[src/rtl/memory_arbiter.sv]
// memory_arbiter: clocked front-end for the asynchronous main memory.
// Grants line requests from the icache (read-only) and the dcache (read/write)
// round-robin. It drives the memory's 4-phase enable/ack handshake and returns
// each result to the granted cache with a one-cycle ack pulse.
module memory_arbiter #(
   parameter int WIDTH   = 128,
   parameter int TIMEOUT = 1023
) (
   input  logic             clk,
   input  logic             reset,
   input  logic             ic_req,
   input  logic [31:0]      ic_addr,
   output logic             ic_ack,
   output logic [WIDTH-1:0] ic_rdata,
   input  logic             dc_req,
   input  logic             dc_rw,
   input  logic [31:0]      dc_addr,
   input  logic [WIDTH-1:0] dc_wdata,
   output logic             dc_ack,
   output logic [WIDTH-1:0] dc_rdata,
   output logic             mem_enable,
   output logic             mem_rw,
   output logic [31:0]      mem_addr,
   output logic [WIDTH-1:0] mem_wdata,
   input  logic [WIDTH-1:0] mem_rdata,
   input  logic             mem_ack,
   output logic             err
);

   typedef enum logic [1:0] {S_IDLE, S_REQ, S_REL, S_RSP} state_t;

   localparam logic GRANT_IC = 1'b0;
   localparam logic GRANT_DC = 1'b1;
   localparam logic [15:0] TIMER_MAX = 16'(TIMEOUT);

   state_t      state;
   logic        ack_meta;
   logic        ack_s;
   logic        last_grant;   // owner of the previous grant
   logic        grant;        // owner of the access in flight
   logic        pick_dc;
   logic [15:0] timer;
   logic [15:0] timer_inc;

   // Winner for the next grant: a lone requester wins; on a tie the port
   // that did not win last time goes next.
   always_comb begin
      pick_dc = dc_req;
      if (ic_req && dc_req)
         pick_dc = (last_grant == GRANT_IC);
   end

   // Saturate at TIMEOUT so a stuck handshake can never wrap the timer.
   assign timer_inc = (timer == TIMER_MAX) ? timer : timer + 16'd1;

   // Two-flop synchroniser for the memory's asynchronous ack.
   always_ff @(posedge clk or posedge reset) begin
      if (reset) begin
         ack_meta <= 1'b0;
         ack_s    <= 1'b0;
      end else begin
         ack_meta <= mem_ack;
         ack_s    <= ack_meta;
      end
   end

   // Handshake FSM with registered memory and client outputs.
   always_ff @(posedge clk or posedge reset) begin
      if (reset) begin
         state      <= S_IDLE;
         last_grant <= GRANT_DC;   // so the first tie goes to the icache
         grant      <= GRANT_IC;
         timer      <= '0;
         err        <= 1'b0;
         mem_enable <= 1'b0;
         mem_rw     <= 1'b0;
         mem_addr   <= '0;
         mem_wdata  <= '0;
         ic_ack     <= 1'b0;
         dc_ack     <= 1'b0;
         ic_rdata   <= '0;
         dc_rdata   <= '0;
      end else begin
         case (state)
            S_IDLE: begin
               timer <= '0;
               if (ic_req || dc_req) begin
                  grant      <= pick_dc;
                  last_grant <= pick_dc;
                  mem_addr   <= pick_dc ? dc_addr : ic_addr;
                  mem_rw     <= pick_dc ? dc_rw : 1'b1;   // icache only reads
                  if (pick_dc)
                     mem_wdata <= dc_wdata;
                  mem_enable <= 1'b1;
                  state      <= S_REQ;
               end
            end
            S_REQ: begin
               timer <= timer_inc;
               if (timer_inc == TIMER_MAX)
                  err <= 1'b1;
               if (ack_s) begin
                  // A write returns the line it just stored.
                  if (grant == GRANT_DC)
                     dc_rdata <= mem_rw ? mem_rdata : mem_wdata;
                  else
                     ic_rdata <= mem_rdata;
                  mem_enable <= 1'b0;
                  state      <= S_REL;
               end
            end
            S_REL: begin
               timer <= timer_inc;
               if (timer_inc == TIMER_MAX)
                  err <= 1'b1;
               if (!ack_s) begin
                  if (grant == GRANT_DC)
                     dc_ack <= 1'b1;
                  else
                     ic_ack <= 1'b1;
                  state <= S_RSP;
               end
            end
            S_RSP: begin
               ic_ack <= 1'b0;
               dc_ack <= 1'b0;
               timer  <= '0;
               state  <= S_IDLE;
            end
            default: state <= S_IDLE;
         endcase
      end
   end

endmodule

[config.mk]
export PLATFORM = sky130hd
export DESIGN_NAME = memory_arbiter
export DESIGN_NICKNAME = d
export VERILOG_FILES = /design/src/rtl/memory_arbiter.sv
export SDC_FILE = /design/constraint.sdc
export NUM_CORES = 1
export LEC_CHECK = 0
export CAP_MARGIN = 20
export CORE_AREA = 3 3 289 291
export CTS_CLUSTER_DIAMETER = 120
export DETAILED_ROUTE_END_ITERATION = 12
export DIE_AREA = 0 0 292 294
export PLACE_DENSITY_LB_ADDON = 0.15
export SLEW_MARGIN = 20
export SYNTH_ARGS = -nofsm -noshare
export SYNTH_HDL_FRONTEND = slang
export SYNTH_SLANG_ARGS = --single-unit
[constraint.sdc]
create_clock -name clk -period 21.5 [get_ports clk]
set_input_delay 4.3 -clock clk [delete_from_list [all_inputs] [get_ports clk]]
set_output_delay 4.3 -clock clk [all_outputs]
set_load 0.02 [all_outputs]
After elaboration in Yosys (flattened, before gate mapping)

Cells that the tools add are included.

Register bits: 443
Input port bits: 326
Output and inout bits: 421
Logic and storage cells: 63

Add/subtract/negate cells: 1
Eq/ne operators: 10
Mux-type cells: 19
Bitwise logic cells: 2
Reductions and logical operators: 16

Operators with widths:

| cell                                                              | count |
|---|---|
| 128-bit 2-to-1 mux                                                | 1 |
| 16-bit by 10-bit == test with 1-bit output, second input constant | 2 |
| 32-bit 2-to-1 mux                                                 | 1 |
| 16-bit case mux with 2 select lines                               | 1 |
| 3-bit AND reduction                                               | 7 |
| 16-bit by 1-bit adder with 16-bit output, second input constant   | 1 |
| 16-bit 2-to-1 mux                                                 | 1 |
| 2-bit != test, second input constant                              | 5 |
| 1-bit 2-to-1 mux                                                  | 8 |
| 2-bit case mux with 4 select lines                                | 1 |
| 2-bit 2-to-1 mux                                                  | 3 |
| 1-bit case mux with 2 select lines                                | 3 |
| 2-bit == test, second input constant                              | 2 |
| 2-bit AND reduction                                               | 2 |
| 2-bit nonzero test                                                | 2 |
| 2-bit OR reduction                                                | 2 |
| 2-bit by 1-bit == test with 1-bit output, second input constant   | 1 |
| 2-bit logical NOT                                                 | 1 |
| 1-bit inverter                                                    | 2 |
| 1-bit logical AND                                                 | 1 |
| 1-bit logical OR                                                  | 1 |

Logic depth before layout (Yosys ltp)

Depth after elaboration: 4
Depth in mapped cells: 9
Depth with buffers taken out: 7

Least setup slack after synthesis

Ideal clock, no wire load.

Path type: input port to flip-flop
Start: in dc_req
End: reg mem_wdata[10]
Setup time: 125 ps
Arrival time: 5688 ps
Data required time: 21375 ps
Path slack: 15687 ps
Cell stages on the path: 6
Path buffers: 3
Cells stage by stage: a21boi_0 -> clkbuf_1 -> nand2_1 -> clkbuf_1 -> clkbuf_1 -> mux2_2

Longest elaborated chain between the ends: 3
Elaborated cells between the ends (all ways): 4
Those cells by class: 1 x mux; 3 x reduce/logical

RTL lines:

| element                                | RTL line | source |
|---|---|---|
| start, declared                        | 15       | `input logic dc_req,` |
| 1-bit logical AND                      | 49       | `if (ic_req && dc_req)` |
| 1-bit 2-to-1 mux                       | 49       |  |
| 3-bit AND reduction (no source line) * | n/a      |  |
| end signal, assigned                   | 93       | `mem_wdata <= dc_wdata;` |
| end, declared                          | 24       | `output logic [WIDTH-1:0] mem_wdata,` |

Every way passes the cells marked *; elsewhere a longest branch is shown, timed or not.
A chain may end at the register's enable or synchronous reset.

Worst setup path after layout

Start: in ic_req
End: reg mem_wdata[89]

Longest elaborated chain between the ends: 3
Elaborated cells between the ends (all ways): 4
Those cells by class: 1 x mux; 3 x reduce/logical

RTL lines:

| element                                | RTL line | source |
|---|---|---|
| start, declared                        | 11       | `input logic ic_req,` |
| 1-bit logical AND                      | 49       |  |
| 1-bit 2-to-1 mux                       | 49       |  |
| 3-bit AND reduction (no source line) * | n/a      |  |

Marks and branches as above.

==> results.toml <==
[setup_path]
cp_data_required_time_ns = 21.96
crit_type = "in2reg"
max_stage_delay_ns = 0.80
worstSetupStartpointType = "input port"
cp_data_arrival_time_ns = 7.18
crit_path_frequent_cell = "buf_4"
cp_max_fo = 50
worst-path-buf-inv = 3
path_delay_family = "buffers and inverters"
reg2reg_slack_ns = 18.58
crit_chain = "clkdlybuf4s50_1, a21boi_4, buf_4, nand2_4, buf_4, mux2_2"
cpMaxStageDelayCell = "buf_4"
worst_setup_path_end_kind = "flop"

[final_layout]
layout-area-overhead-vs-synth_pct = 58.8
final_cell_count_no_fill = 3241
multiInputGateArea_mm2 = 0.00669
seqCellArea_mm2 = 0.0111
fillers = 7934
nNetsFinal = 2458
drive_above_1_share_pct = 17.8
fin_util_pct = 35.6

[synth]
ys_seq_area_share_pct = 61.2
synth_mux_area_share_pct = 24.8
synth_top_family_by_area = "multiplexers"
syn-cell-area_mm2 = 0.0181
synth_edf_count = 0
ys.flop_type = "dfrtp_1"
syn_avg_cell_area_um2 = 13.0
synth-adder-area-share_pct = 0.346
yosys_warnings = 0
synth-simple-area-share_pct = 5.47
synth_compound_area_share_pct = 5.50
async_reset_ff_share_pct = 100
ys_ff_latch = 443
syn_inst = 1395
synth-xor-area-share_pct = 0.574
ys_types = 44
syn-num-nets = 1726

[clock_tree]
root_buffer = "clkbuf_16"
cts_tree = "built"
cts.sinks = 443
ctsResizeCount = 0
cts-buffers-inserted = 56
h-tree-depth = 2
postCtsHoldBufs = 0
clkSlewWorstSetupHoldPaths_ns = 0.06
cts_setup_buffers = 0
clock_path_buffers = 3
clk_latency_ns = 0.60

[timing]
clock.fmax_mhz = 149
finClkSkew_ns = 0.0231
min_period_over_period_pct = 31.2
hold_ws_ns = 0.353
hold_viol = 0
tns_ns = 0
max_slew_margin_pct = 29.1
finalSetupViolations = 0
tightestPinTransition_ns = 1.06
min_period_ns = 6.71
slew_viol_final = 0
rsz0062_at_grt = "false"

[global_route]
antenna_found_initial = 16
grt_pass1_wl_mm = 103
grt_use_met1_pct = 17.6
use_met2_pct = 28.6
grt_max_degree = 150
busiest_layer = "met2"
grt_overflow_total = 0
grt_pass1_vias = 14800
gr-usage-met3_pct = 5.55
grt_usage_pct = 16.0

[detailed_routing]
wl_per_cell_um = 22.0
drtAntennaViolNets = 0
drt-pass1-iter-count = 4
drtIter0Drc = 459
totalWireLength_mm = 71.2
drc = 0
vias = 13600
routed_via_density = 4.20

[place]
place_inst = 3129
dpl.hpwl_mm = 52.0
place_congestion = 0.798
numPortBuffers = 746

[floorplanning]
initial_utilization_pct = 22.4
rows = 104
io_pins = 747
die_h_um = 294
core-area_mm2 = 0.0808
die_w_um = 292
dieArea_mm2 = 0.0858

[power_and_ir_drop]
power.leakage_nw = 12.6
pwr_density_cell_mw_per_mm2 = 166
ir_worst_vdd_v = 0.0000744

[run]
max_cap_violations = 0

[worst_hold_path]
hold_class = "reg2reg"

[status]
status = "finished clean"
[sequential cells by signal, summed over array words and instances, names as in the netlist]
name and cells:
mem_enable 1, last_grant 1, mem_addr 32, err 1, ic_rdata 128, ic_ack 1, dc_rdata 128, state 2
dc_ack 1, mem_wdata 128, grant 1, timer 16, ack_s 1, mem_rw 1, ack_meta 1
[layout make-up]
cell class / count / area share, %
Sequential cell: 443 / 38.6
Multi-Input combinational cell: 855 / 23.3
Antenna cell: 7 / 0.0609
Clock inverter: 19 / 0.853
Tap cell: 1060 / 4.61
Clock buffer: 86 / 6.03
Inverter: 10 / 0.157
Timing Repair Buffer: 761 / 26.4
[per-stage QoR]
step / area [um^2] / power, mW / worst slack [ns]
6_report: 28700 / 4.78 / 14.79
4_1_cts: 28700 / 4.87 / 14.76
2_1_floorplan: 18100 / 2.60 / 4.86
3_3_place_gp: 26700 / 3.82 / 14.16
3_5_place_dp: 26700 / 3.84 / 14.10
5_1_grt: 28700 / 5.05 / 14.51
[layout by cell type, fill, tap and decap left out, types with 5 or more instances in the layout]
cell / netlist / routed
diode_2: 0 / 7
mux2i_1: 160 / 160
clkbuf_1: 75 / 8
clkbuf_16: 0 / 56
nor3_1: 5 / 5
mux2_2: 256 / 256
dfrtp_1: 442 / 441
nor2_1: 20 / 20
nand2_1: 177 / 176
xnor2_1: 6 / 6
o21ai_0: 170 / 169
clkbuf_8: 0 / 22
bufinv_16: 0 / 5
nand3_1: 8 / 6
ha_1: 5 / 5
inv_1: 10 / 9
buf_4: 0 / 14
clkinv_2: 0 / 9
a21oi_1: 5 / 5
clkdlybuf4s50_1: 0 / 746
[path summary, 6_finish.rpt]
path	from	endpoint	depth (start not counted)
setup / recovery	ic_req	mem_wdata[89]	6
hold reg to reg	ack_meta	ack_s	0
min in group asynchronous	reset	mem_wdata[49]	2
hold / removal	ack_meta	ack_s	0
setup reg to reg	last_grant	mem_wdata[89]	5
max in group asynchronous	reset	mem_rw	4
[where the power goes]
group / internal [mW] / switching, mW / leakage, nW / total [mW]
clock: 0.613 / 0.378 / 0.984 / 0.992
sequential: 1.25 / 0.277 / 5.30 / 1.53
combinational: 1.09 / 1.16 / 6.31 / 2.26
total: 2.96 / 1.82 / 12.6 / 4.78
[cell families (layout without fill, tap and decap cells)]
group                      Yosys count  after routing
xor gates and xnor gates            11             11
other                                0              7
buffers and inverters               97            876
adders and majority gates            5              5
muxes                              416            416
and+or+nand+nor                    233            233
AOI/OAI and AO/OA                  190            190
DFF                                443            443
[cells in the mapped netlist (6+ instances only)]
| cell type | instances | area [um^2] |
|---|---|---|
| inv_1 | 10 | 37.5 |
| buf_2 | 6 | 30.0 |
| mux2_2 | 256 | 2880 |
| clkbuf_1 | 75 | 282 |
| mux2i_1 | 160 | 1600 |
| nor2_1 | 20 | 75.1 |
| nand3_1 | 8 | 40.0 |
| nand2_1 | 177 | 664 |
| xnor2_1 | 6 | 52.6 |
| dfrtp_1 | 442 | 11100 |
| o21ai_0 | 170 | 851 |
[layer usage]
metal	wire, um	vias up
li1	-	6347
met1	26700	6723
met3	5660	114
met2	36700	420
met4	2030	12
met5	76	-
Note: power is estimated with default switching activity, not from simulation.
